## src/rtl/ddr4_cmd_issuer.sv

```systemverilog
// rtl/ddr4_cmd_issuer.sv - single-request DDR4 command issuer, closed-page (ACT, RD/WR, PRE)
// Ports:
//   clk, reset_n                      clock, asynchronous active-low reset
//   req_valid/req_ready/req_we/...    one request at a time; fields captured on acceptance
//   cke, cs_n, act_n, A, bg, ba       registered DIMM command bus
//   dq_o, dq_oe, dq_i                 registered write data / enable, read data input
//   stall                             defers command-issue cycles only
//   rd_data, rd_valid, busy           read beats and activity status
module ddr4_cmd_issuer #(
    parameter int ADDRWIDTH = 17,
    parameter int COLWIDTH  = 10,
    parameter int BGWIDTH   = 2,
    parameter int BAWIDTH   = 2,
    parameter int DQWIDTH   = 64,
    parameter int BL        = 8,
    parameter int tRCD      = 3,
    parameter int tCL       = 4,
    parameter int tCWL      = 3,
    parameter int tRP       = 2
) (
    input  logic                 clk,
    input  logic                 reset_n,
    input  logic                 req_valid,
    output logic                 req_ready,
    input  logic                 req_we,
    input  logic [BGWIDTH-1:0]   req_bg,
    input  logic [BAWIDTH-1:0]   req_ba,
    input  logic [ADDRWIDTH-1:0] req_row,
    input  logic [COLWIDTH-1:0]  req_col,
    input  logic [DQWIDTH-1:0]   req_wdata,
    output logic                 cke,
    output logic                 cs_n,
    output logic                 act_n,
    output logic [ADDRWIDTH-1:0] A,
    output logic [BGWIDTH-1:0]   bg,
    output logic [BAWIDTH-1:0]   ba,
    output logic [DQWIDTH-1:0]   dq_o,
    output logic                 dq_oe,
    input  logic [DQWIDTH-1:0]   dq_i,
    input  logic                 stall,
    output logic [DQWIDTH-1:0]   rd_data,
    output logic                 rd_valid,
    output logic                 busy
);

    localparam int MAX_A = (tRCD > tRP) ? tRCD : tRP;
    localparam int MAX_B = (tCL > tCWL) ? (tCL + BL) : (tCWL + BL);
    localparam int MAX_L = (MAX_A > MAX_B) ? MAX_A : MAX_B;
    localparam int CW    = $clog2(MAX_L + 1);

    typedef enum logic [2:0] {IDLE, ACT, TRCD, CAS, LAT, DATA, PRE, TRP} state_t;

    state_t                 state, state_d;
    logic [CW-1:0]          cnt, cnt_d;
    logic                   capture;
    logic                   cap_we;
    logic [BGWIDTH-1:0]     cap_bg;
    logic [BAWIDTH-1:0]     cap_ba;
    logic [ADDRWIDTH-1:0]   cap_row;
    logic [COLWIDTH-1:0]    cap_col;
    logic [DQWIDTH-1:0]     cap_wdata;
    logic                   cs_n_d, act_n_d, dq_oe_d, smp_v_d;
    logic [ADDRWIDTH-1:0]   a_d, a_cas, a_pre;
    logic [BGWIDTH-1:0]     bg_d;
    logic [BAWIDTH-1:0]     ba_d;
    logic [DQWIDTH-1:0]     dq_o_d;
    // Read beats pass through one sample stage so rd_valid trails the dq_i sample by a cycle.
    logic                   smp_v;
    logic [DQWIDTH-1:0]     smp_d;

    assign req_ready = (state == IDLE) && cke;
    assign busy      = !req_ready;

    always_comb begin
        a_cas = '0;
        a_cas[COLWIDTH-1:0] = cap_col;
        a_cas[10] = 1'b0;
        a_cas[16:14] = cap_we ? 3'b100 : 3'b101;
        a_pre = '0;
        a_pre[16:14] = 3'b010;
    end

    always_comb begin
        state_d = state;
        cnt_d   = cnt;
        capture = 1'b0;
        cs_n_d  = 1'b1;
        act_n_d = 1'b1;
        a_d     = A;
        bg_d    = bg;
        ba_d    = ba;
        dq_oe_d = 1'b0;
        dq_o_d  = '0;
        smp_v_d = 1'b0;
        case (state)
            IDLE: begin
                if (req_valid && cke) begin
                    capture = 1'b1;
                    state_d = ACT;
                end
            end
            ACT: begin
                if (!stall) begin
                    cs_n_d  = 1'b0;
                    act_n_d = 1'b0;
                    a_d     = cap_row;
                    bg_d    = cap_bg;
                    ba_d    = cap_ba;
                    if (tRCD > 1) begin
                        state_d = TRCD;
                        cnt_d   = CW'(tRCD - 2);
                    end else begin
                        state_d = CAS;
                    end
                end
            end
            TRCD: begin
                if (cnt == '0) state_d = CAS;
                else           cnt_d   = cnt - CW'(1);
            end
            CAS: begin
                if (!stall) begin
                    cs_n_d = 1'b0;
                    a_d    = a_cas;
                    // LAT covers the latency minus the CAS cycle and the first beat cycle.
                    if (cap_we ? (tCWL > 1) : (tCL > 1)) begin
                        state_d = LAT;
                        cnt_d   = cap_we ? CW'(tCWL - 2) : CW'(tCL - 2);
                    end else begin
                        state_d = DATA;
                        cnt_d   = CW'(BL - 1);
                    end
                end
            end
            LAT: begin
                if (cnt == '0) begin
                    state_d = DATA;
                    cnt_d   = CW'(BL - 1);
                end else begin
                    cnt_d = cnt - CW'(1);
                end
            end
            DATA: begin
                if (cap_we) begin
                    dq_oe_d = 1'b1;
                    dq_o_d  = cap_wdata;
                end else begin
                    smp_v_d = 1'b1;
                end
                if (cnt == '0) state_d = PRE;
                else           cnt_d   = cnt - CW'(1);
            end
            PRE: begin
                if (!stall) begin
                    cs_n_d  = 1'b0;
                    a_d     = a_pre;
                    bg_d    = cap_bg;
                    ba_d    = cap_ba;
                    state_d = TRP;
                    cnt_d   = CW'(tRP);
                end
            end
            TRP: begin
                // tRP DES cycles, then one more edge to land in IDLE.
                if (cnt == '0) state_d = IDLE;
                else           cnt_d   = cnt - CW'(1);
            end
            default: state_d = IDLE;
        endcase
    end

    always_ff @(posedge clk or negedge reset_n) begin
        if (!reset_n) begin
            state     <= IDLE;
            cnt       <= '0;
            cke       <= 1'b0;
            cs_n      <= 1'b1;
            act_n     <= 1'b1;
            A         <= '0;
            bg        <= '0;
            ba        <= '0;
            dq_oe     <= 1'b0;
            dq_o      <= '0;
            smp_v     <= 1'b0;
            smp_d     <= '0;
            rd_valid  <= 1'b0;
            rd_data   <= '0;
            cap_we    <= 1'b0;
            cap_bg    <= '0;
            cap_ba    <= '0;
            cap_row   <= '0;
            cap_col   <= '0;
            cap_wdata <= '0;
        end else begin
            state    <= state_d;
            cnt      <= cnt_d;
            cke      <= 1'b1;
            cs_n     <= cs_n_d;
            act_n    <= act_n_d;
            A        <= a_d;
            bg       <= bg_d;
            ba       <= ba_d;
            dq_oe    <= dq_oe_d;
            dq_o     <= dq_o_d;
            smp_v    <= smp_v_d;
            smp_d    <= dq_i;
            rd_valid <= smp_v;
            if (smp_v) rd_data <= smp_d;
            if (capture) begin
                cap_we    <= req_we;
                cap_bg    <= req_bg;
                cap_ba    <= req_ba;
                cap_row   <= req_row;
                cap_col   <= req_col;
                cap_wdata <= req_wdata;
            end
        end
    end

endmodule

```

## config.mk

```make
export PLATFORM = sky130hd
export DESIGN_NAME = ddr4_cmd_issuer
export DESIGN_NICKNAME = d
export VERILOG_FILES = /design/src/rtl/ddr4_cmd_issuer.sv
export SDC_FILE = /design/constraint.sdc
export NUM_CORES = 1
export LEC_CHECK = 0
export CAP_MARGIN = 5
export CORE_MARGIN = 4
export CORE_UTILIZATION = 50
export CTS_BUF_LIST = sky130_fd_sc_hd__clkbuf_8
export CTS_CLUSTER_DIAMETER = 80
export DETAILED_ROUTE_END_ITERATION = 8
export DONT_BUFFER_PORTS = 1
export PLACE_DENSITY = 0.68
export SLEW_MARGIN = 5
export SYNTH_ARGS = -nofsm -noshare
export SYNTH_HDL_FRONTEND = slang
export SYNTH_SLANG_ARGS = --single-unit
```

## constraint.sdc

```tcl
create_clock -name clk -period 1.9 [get_ports clk]
set_input_delay 0.38 -clock clk [delete_from_list [all_inputs] [get_ports clk]]
set_output_delay 0.38 -clock clk [all_outputs]
set_load 0.02 [all_outputs]
```

==> results of run 1 <==
[cell type report]
type                       count  area share (%)
clock inverter                29            1.25
sequential                   322            55.9
multi-input combinational    339            21.7
timing repair buffer         177            12.4
clock buffer                  63            6.01
inverter                       9           0.260
tap                          280            2.43
[timing repair]
item                                    4_1_cts  5_1_grt
resized for setup                             4        8
endpoints found under the setup margin        2        9
endpoints found under the hold margin       483      322
setup buffers                                 3        0
pin swaps                                     1        0
[path summary, 6_finish.rpt]
check                                          start              endpoint  slack [ns]
max reg2reg                     state[0]$_DFFE_PN0P_    cnt[3]$_DFFE_PN0P_        0.10
max                             state[1]$_DFFE_PN0P_                  busy        0.07
max in group asynchronous                    reset_n  state[0]$_DFFE_PN0P_        1.81
min in group clk                               stall     A[16]$_DFFE_PN0P_        0.10
min reg2reg                cap_wdata[29]$_DFFE_PN0P_    dq_o[29]$_DFF_PN0_        0.46
min                                          reset_n   smp_d[10]$_DFF_PN0_       -0.47
[cells in the mapped netlist, types with 6 or more instances]
| master | number |
|---|---|
| clkbuf_1 | 11 |
| a221oi_1 | 13 |
| nor2_1 | 23 |
| buf_2 | 16 |
| inv_1 | 7 |
| nand2_1 | 16 |
| dfrtp_1 | 320 |
| mux2_4 | 40 |
| o21ai_0 | 9 |
| and2_1 | 65 |
| mux2_2 | 125 |
| buf_6 | 6 |
[power by group through the flow]
stage               sequential [mW]  combinational, mW  clock [mW]
finish                         11.9               4.88        5.88
global route                   12.2               5.34        6.39
CTS                            11.9               4.80        5.99
detailed placement             12.1               4.36           0
global placement               12.0               4.09           0
floorplan                      11.4               3.77           0
[kinds of logic (layout without fill, tap and decap cells)]
group | after synthesis | in the layout | synth area share [%]
muxes | 166 | 166 | 17.7
xor gates and xnor gates | 3 | 3 | 0.231
buffers and inverters | 44 | 278 | 2.08
adders and majority gates | 1 | 1 | 0.110
DFF | 322 | 322 | 70.8
other | 1 | 1 | 0.0329
and+or+nand+nor | 129 | 129 | 6.42
AOI/OAI and AO/OA | 39 | 39 | 2.62
[flip-flops by register name (all words and copies together) (netlist names), 3 cells and up]
register,cells
A,17
cap_col,10
cap_row,17
cap_wdata,64
cnt,4
dq_o,64
rd_data,64
smp_d,64
state,3
[per-stage QoR]
step	setup TNS, ns	utilization (%)	hold WS, ns	worst slack, ns	cell area, µm²
2_1_floorplan	0	-	0.0844	0.0856	11400
3_3_place_gp	0	53.0	0.0929	0.162	11700
3_5_place_dp	0	53.0	0.0924	0.0645	11700
4_1_cts	0	65.1	-0.516	0.0194	14400
5_1_grt	-0.0214	65.3	-0.527	-0.0193	14400
6_report	0	65.3	-0.469	0.0717	14400
[layer usage]
layer | track usage, % | wire [µm] | vias to the layer above
li1 | - | - | 2794
met2 | 33.3 | 12800 | 282
met4 | 7.77 | 799 | 0
met5 | 0 | 0 | -
met1 | 25.2 | 10100 | 3229
met3 | 6.40 | 2010 | 57
==> qor.yml, run 1 <==
synthesis:
  syn_area_um2: 11400
  synth_area_leader_cell: "dfrtp_1"
  synth_seq_cells: 322
  synth_edf_count: 0
  synth_warnings: 0
  ys_seq_area_share_pct: 70.8
  synth_top_area_share_pct: 70.3
  synth_flop_cell: "dfrtp_1"
  async_flop_share_pct: 100
  syn_nets: 870
  netlist_top_cells_area: "dfrtp_1 70%, mux2_2 12%, mux2_4 5.3%"
  synthCells: 705
  syn_area_per_cell_um2: 16.2
  synth.distinct_cells: 47
clocking:
  cts_inserted_buffers: 51
  root_buffer: "clkbuf_8"
  cts.clk_slew.worst_paths_ns: 0.07
  cts_sinks: 322
  clkLatencyLatePin_ns: 0.55
  htree_levels: 2
  clk_path_buf_depth: 3
  cts_hold_buf: 161
  cts_tree: "done"
finish:
  register_area_um2: 8070
  multiInputGateArea_um2: 3130
  n_fill_cell: 1476
  syn_to_final_growth_pct: 26.7
  layout_common_cells: "316 x dfrtp_1, 161 x dlygate4sd3_1, 125 x mux2_2, 65 x and2_1, 63 x clkbuf_8"
  fin_cells: 1219
  layout_commonest_cell: "dfrtp_1"
  final_nets: 1065
  diodes: 0
  drive_gt1_share_pct: 29.9
timing:
  slew_headroom_pct: 59.6
  fin_crit_ns: 1.83
  slew_viol_final: 0
  worstMarginPinSlew_ns: 0.606
  max_freq_mhz: 547
  finalHoldViolations: 320
  finalSetupViolations: 0
  rsz0062_at_grt: "yes"
  finalCritPeriodShare_pct: 96.2
  worst_clock_skew_ns: 0.0255
  hold_slack_ns: -0.469
placed_design:
  place_congestion: 0.844
  hpwl_um: 15900
  placed_cells: 963
  port_buffers: 0
grt:
  grt-ovfl-total: 0
  grt_pass1_vias: 7064
  grt_max_degree: 323
  grt_pass1_wl_um: 41000
  antenna_found_initial: 0
  grtUsageTotal_pct: 20.2
floorplan:
  coreArea_um2: 22100
  io_pins: 320
  start_util_pct: 51.5
  die_area_um2: 25300
  die_x_um: 159
  die_y_um: 159
  fp-row-count: 54
worst_hold_path:
  hp-class: "in -> async"
pwr:
  seq_power_share_pct: 52.6
  switchingPower_mw: 7.42
  sw_frac_of_total_pct: 32.7
  combPwrFrac_pct: 21.5
  power_density_nw_per_um2: 1570
  p_clk_share_pct: 25.9
  totalPowerFinal_mw: 22.7
  power.internal_mw: 15.3
  irDropWorstVdd_mv: 0.933
  p_leak_nw: 6.77
detailed_routing:
  wirelength_um: 25700
  via_count: 6362
  drt_pass1_iterations: 4
  wire_per_inst_um: 21.1
  drt_iter0_markers: 397
  drc: 0
  viasPerCell: 5.22
  ant_nets: 0
setup_path:
  critical_path.max_stage_delay_ns: 0.42
  crit_family: "flip-flops"
  worst-path-stages: 3
  cp.arrival_ns: 1.45
  crit_chain: "nor2b_2 > and3_4 > inv_4"
  cp.required_ns: 1.52
  cp_max_fo: 3
  cp_num_buf_inv: 1
  worstSetupEndpointType: "primary output"
  crit_slowest_cell: "dfrtp_2"
  crit_type: "reg -> out"
  cp-start-kind: "flip-flop"
  r2r_cells: 7
status:
  violations: "hold timing"
  status: "complete, but fails checks"
job:
  cap_violations: 0
Note: power is estimated with default switching activity, not from simulation.
==> inputs of run 2 (changes only) <==
--- a/config.mk
+++ b/config.mk
@@ -5,14 +5,14 @@
 export SDC_FILE = /design/constraint.sdc
 export NUM_CORES = 1
 export LEC_CHECK = 0
-export CAP_MARGIN = 5
+export ABC_AREA = 1
+export CAP_MARGIN = 20
 export CORE_MARGIN = 4
 export CORE_UTILIZATION = 50
 export CTS_BUF_LIST = sky130_fd_sc_hd__clkbuf_8
 export CTS_CLUSTER_DIAMETER = 80
 export DETAILED_ROUTE_END_ITERATION = 8
 export DONT_BUFFER_PORTS = 1
-export PLACE_DENSITY = 0.68
 export SLEW_MARGIN = 5
 export SYNTH_ARGS = -nofsm -noshare
 export SYNTH_HDL_FRONTEND = slang
==> constraint.sdc (replaced) <==
create_clock -name clk -period 1.7 [get_ports clk]
set_input_delay 0.34 -clock clk [delete_from_list [all_inputs] [get_ports clk]]
set_output_delay 0.34 -clock clk [all_outputs]
set_load 0.02 [all_outputs]
==> qor.yml, run 2 <==
synthesis:
  synth_area_leader_cell: "dfrtp_1"
  syn_area_per_cell_um2: 12.0  # -26%
  ys_seq_area_share_pct: 70.9  # +0.11 points
  syn_area_um2: 11400  # -0.15%
  async_flop_share_pct: 100  # unchanged
  synth.distinct_cells: 31  # -34%
  syn_nets: 1115  # +28%
  synth_commonest_cells: "320 x dfrtp_1, 191 x nand2_1, 106 x inv_1, 71 x nor2_1, 69 x o21ai_0"
  synth_warnings: 0  # unchanged
  synthCells: 950  # +35%
  synth_edf_count: 0  # unchanged
  synth_flop_cell: "dfrtp_1"
  synth_top_area_share_pct: 70.4  # +0.11 points
  synth_seq_cells: 322  # unchanged
  netlist_top_cells_area: "dfrtp_1 70%, mux2_2 6.3%, nand2_1 6.3%"
  yosysMostFrequentCell: "dfrtp_1"
clocking:
  cts_sinks: 322  # unchanged
  root_buffer: "clkbuf_8"
  cts_inserted_buffers: 51  # unchanged
  clk_path_buf_depth: 3  # unchanged
  clkLatencyLatePin_ns: 0.55  # about the same
  cts_tree: "done"
  htree_levels: 2  # unchanged
  cts_hold_buf: 161  # unchanged
  cts.clk_slew.worst_paths_ns: 0.06  # about the same
pwr:
  seq_power_share_pct: 50.8  # -1.8 points
  p_clk_share_pct: 27.5  # +1.6 points
  switchingPower_mw: 8.62  # +16%
  power.internal_mw: 16.6  # +8.4%
  irDropWorstVdd_mv: 1.15  # +23%
  sw_frac_of_total_pct: 34.2  # +1.5 points
  combPwrFrac_pct: 21.7  # +0.2 points
  p_leak_nw: 6.99  # +3.2%
  power_density_nw_per_um2: 1740  # +10%
detailed_routing:
  drc: 0  # unchanged
  via_count: 7262  # +14%
  wirelength_um: 26600  # +3.4%
  drt_iter0_markers: 427  # +7.6%
  ant_nets: 0  # unchanged
  drt_pass1_iterations: 4  # unchanged
  wire_per_inst_um: 18.1  # -14%
  viasPerCell: 4.95  # -5.2%
placed_design:
  hpwl_um: 16200  # +1.9%
  placed_area_um2: 11700  # -0.30%
  port_buffers: 0  # unchanged
  placed_cells: 1209  # +26%
  place_congestion: 0.791  # -6.3%
setup_path:
  cp_max_fo: 4  # +1
  cp.arrival_ns: 1.44  # about the same
  crit_slowest_cell: "dfrtp_2"
  timing.critical_path.mode_cell: "buf_6"
  crit_chain: "buf_6 > nor2_4 > nand3_2 > buf_6"
  critical_path.max_stage_delay_ns: 0.44  # +0.02 ns
  worst-path-stages: 4  # +1
  worstSetupEndpointType: "primary output"
  cp-start-kind: "flip-flop"
  crit_family: "flip-flops"
  crit_type: "reg -> out"
  cp_num_buf_inv: 2  # +1
  cp.required_ns: 1.36  # -0.16 ns
  r2r_cells: 7  # unchanged
finish:
  layout_commonest_cell: "dfrtp_1"
  drive_gt1_share_pct: 16.2  # -14 points
  final_area_um2: 14500  # +0.56%
  diodes: 0  # unchanged
  fin_cells: 1468  # +20%
  final_nets: 1315  # +23%
  n_fill_cell: 1620  # +9.8%
  syn_to_final_growth_pct: 27.6
  layout_common_cells: "316 x dfrtp_1, 190 x nand2_1, 161 x dlygate4sd3_1, 123 x inv_1"
grt:
  top_usage_layer: "met2"
  grt_max_degree: 323  # unchanged
  grt-ovfl-total: 0  # unchanged
  grt_pass1_wl_um: 43200  # +5.3%
  antenna_found_initial: 0  # unchanged
  use_met2_pct: 34.1  # +0.74 points
  grt_pass1_vias: 7835  # +11%
  use_met3_pct: 7.75  # +1.3 points
  grtUsageTotal_pct: 21.0  # +0.80 points
  grtUsageMet1_pct: 26.7  # +1.5 points
timing:
  rsz0062_at_grt: "yes"
  slew_headroom_pct: 65.7  # +6.1 points
  worstMarginPinSlew_ns: 0.513  # -0.0931 ns
  finalSetupViolations: 2  # +2
  setup_ws_ns: -0.0830  # -0.155 ns
  fin_crit_ns: 1.78
  finalCritPeriodShare_pct: 105
  slew_viol_final: 0  # unchanged
  worst_clock_skew_ns: 0.0155  # -0.00999 ns
  tns_ns: -0.137  # -0.137 ns
  max_freq_mhz: 561
  hold_slack_ns: -0.504  # -0.0352 ns
  finalHoldViolations: 322  # +0.63%
job:
  cap_violations: 0  # unchanged
worst_hold_path:
  hp-class: "in -> async"
floorplan:
  fp-row-count: 54  # unchanged
  die_area_um2: 25200  # -0.15%
  start_util_pct: 51.5  # -0.079 points
  coreArea_um2: 22100  # unchanged
  die_y_um: 159  # about the same
  io_pins: 320  # unchanged
  die_x_um: 159  # about the same
status:
  status: "complete, but fails checks"
  violations: "hold timing, setup timing"
-- run 2: cell count changes after synthesis, moves of 13 or more --
cell | previous run | this run
nor2_1 | 23 | 71
mux2_2 | 125 | 64
mux2_4 | 40 | 0
o21ai_0 | 9 | 69
inv_1 | 7 | 106
o21ai_1 | 0 | 33
nand2_1 | 16 | 191
a221oi_1 | 13 | 0
and2_1 | 65 | 0
-- run 2: stage by stage --
step	setup slack [ns]	hold slack [ns]	utilization, %	total power [mW]
after floorplan	0.318	0.0444	-	16.4
after detailed placement	0.0737	0.0526	52.8	17.8
final	-0.0830	-0.504	65.7	25.2
after global placement	0.117	0.0513	52.8	17.6
after global routing	-0.158	-0.562	65.7	26.8
after CTS	-0.123	-0.543	65.3	25.2
-- run 2: kinds of logic after synthesis --
kind of cell | after synthesis | synth area share [%]
AND/OR/NAND/NOR | 289 | 10.4
flip-flops | 322 | 70.9
multiplexers | 64 | 6.34
AO/OA/AOI/OAI | 122 | 5.70
other | 1 | 0.0330
buffers and inverters | 150 | 6.39
XOR/XNOR | 1 | 0.0771
adder cells (fa/ha/maj) | 1 | 0.110
-- run 2: area by class of cell --
| class | instances | area [µm²] | area share [%] |
|---|---|---|---|
| clock buffer | 65 | 895 | 6.17 |
| clock inverter | 26 | 214 | 1.48 |
| inverter | 109 | 412 | 2.84 |
| multi-input combinational | 479 | 2620 | 18.0 |
| sequential | 322 | 8070 | 55.6 |
| tap | 280 | 350 | 2.42 |
| timing repair buffer | 187 | 1950 | 13.5 |
-- run 2: timing repair --
action,4_1_cts,5_1_grt
setup endpoints to repair,2,108
hold endpoints to repair,483,322
pin swaps,2,1
gates cloned,0,2
buffers inserted,3,2
resized for setup,8,6
-- run 2: path summary, 6_finish.rpt --
check | slack (ns) | end | start
setup / recovery | -0.08 | busy | state[0]$_DFFE_PN0P_
hold / removal | -0.50 | smp_d[30]$_DFF_PN0_ | reset_n
setup reg to reg | 0.10 | cap_wdata[3]$_DFFE_PN0P_ | state[1]$_DFFE_PN0P_
hold reg to reg | 0.47 | rd_data[15]$_DFFE_PN0P_ | smp_d[15]$_DFF_PN0_
max in group asynchronous | 1.86 | state[0]$_DFFE_PN0P_ | reset_n
min in group clk | 0.07 | A[9]$_DFFE_PN0P_ | stall
-- run 2: power by group through the flow --
stage / clock, mW / combinational, mW / sequential [mW]
detailed placement: 0 / 4.85 / 12.9
floorplan: 0 / 4.06 / 12.3
finish: 6.93 / 5.46 / 12.8
CTS: 7.09 / 5.33 / 12.8
global route: 7.52 / 6.20 / 13.0
global placement: 0 / 4.72 / 12.9
-- run 2: routing by layer --
metal	wire, µm	share of wire, %
met3	2300	8.6
met2	12800	48
met4	596	2.2
met5	0	0
met1	10800	41
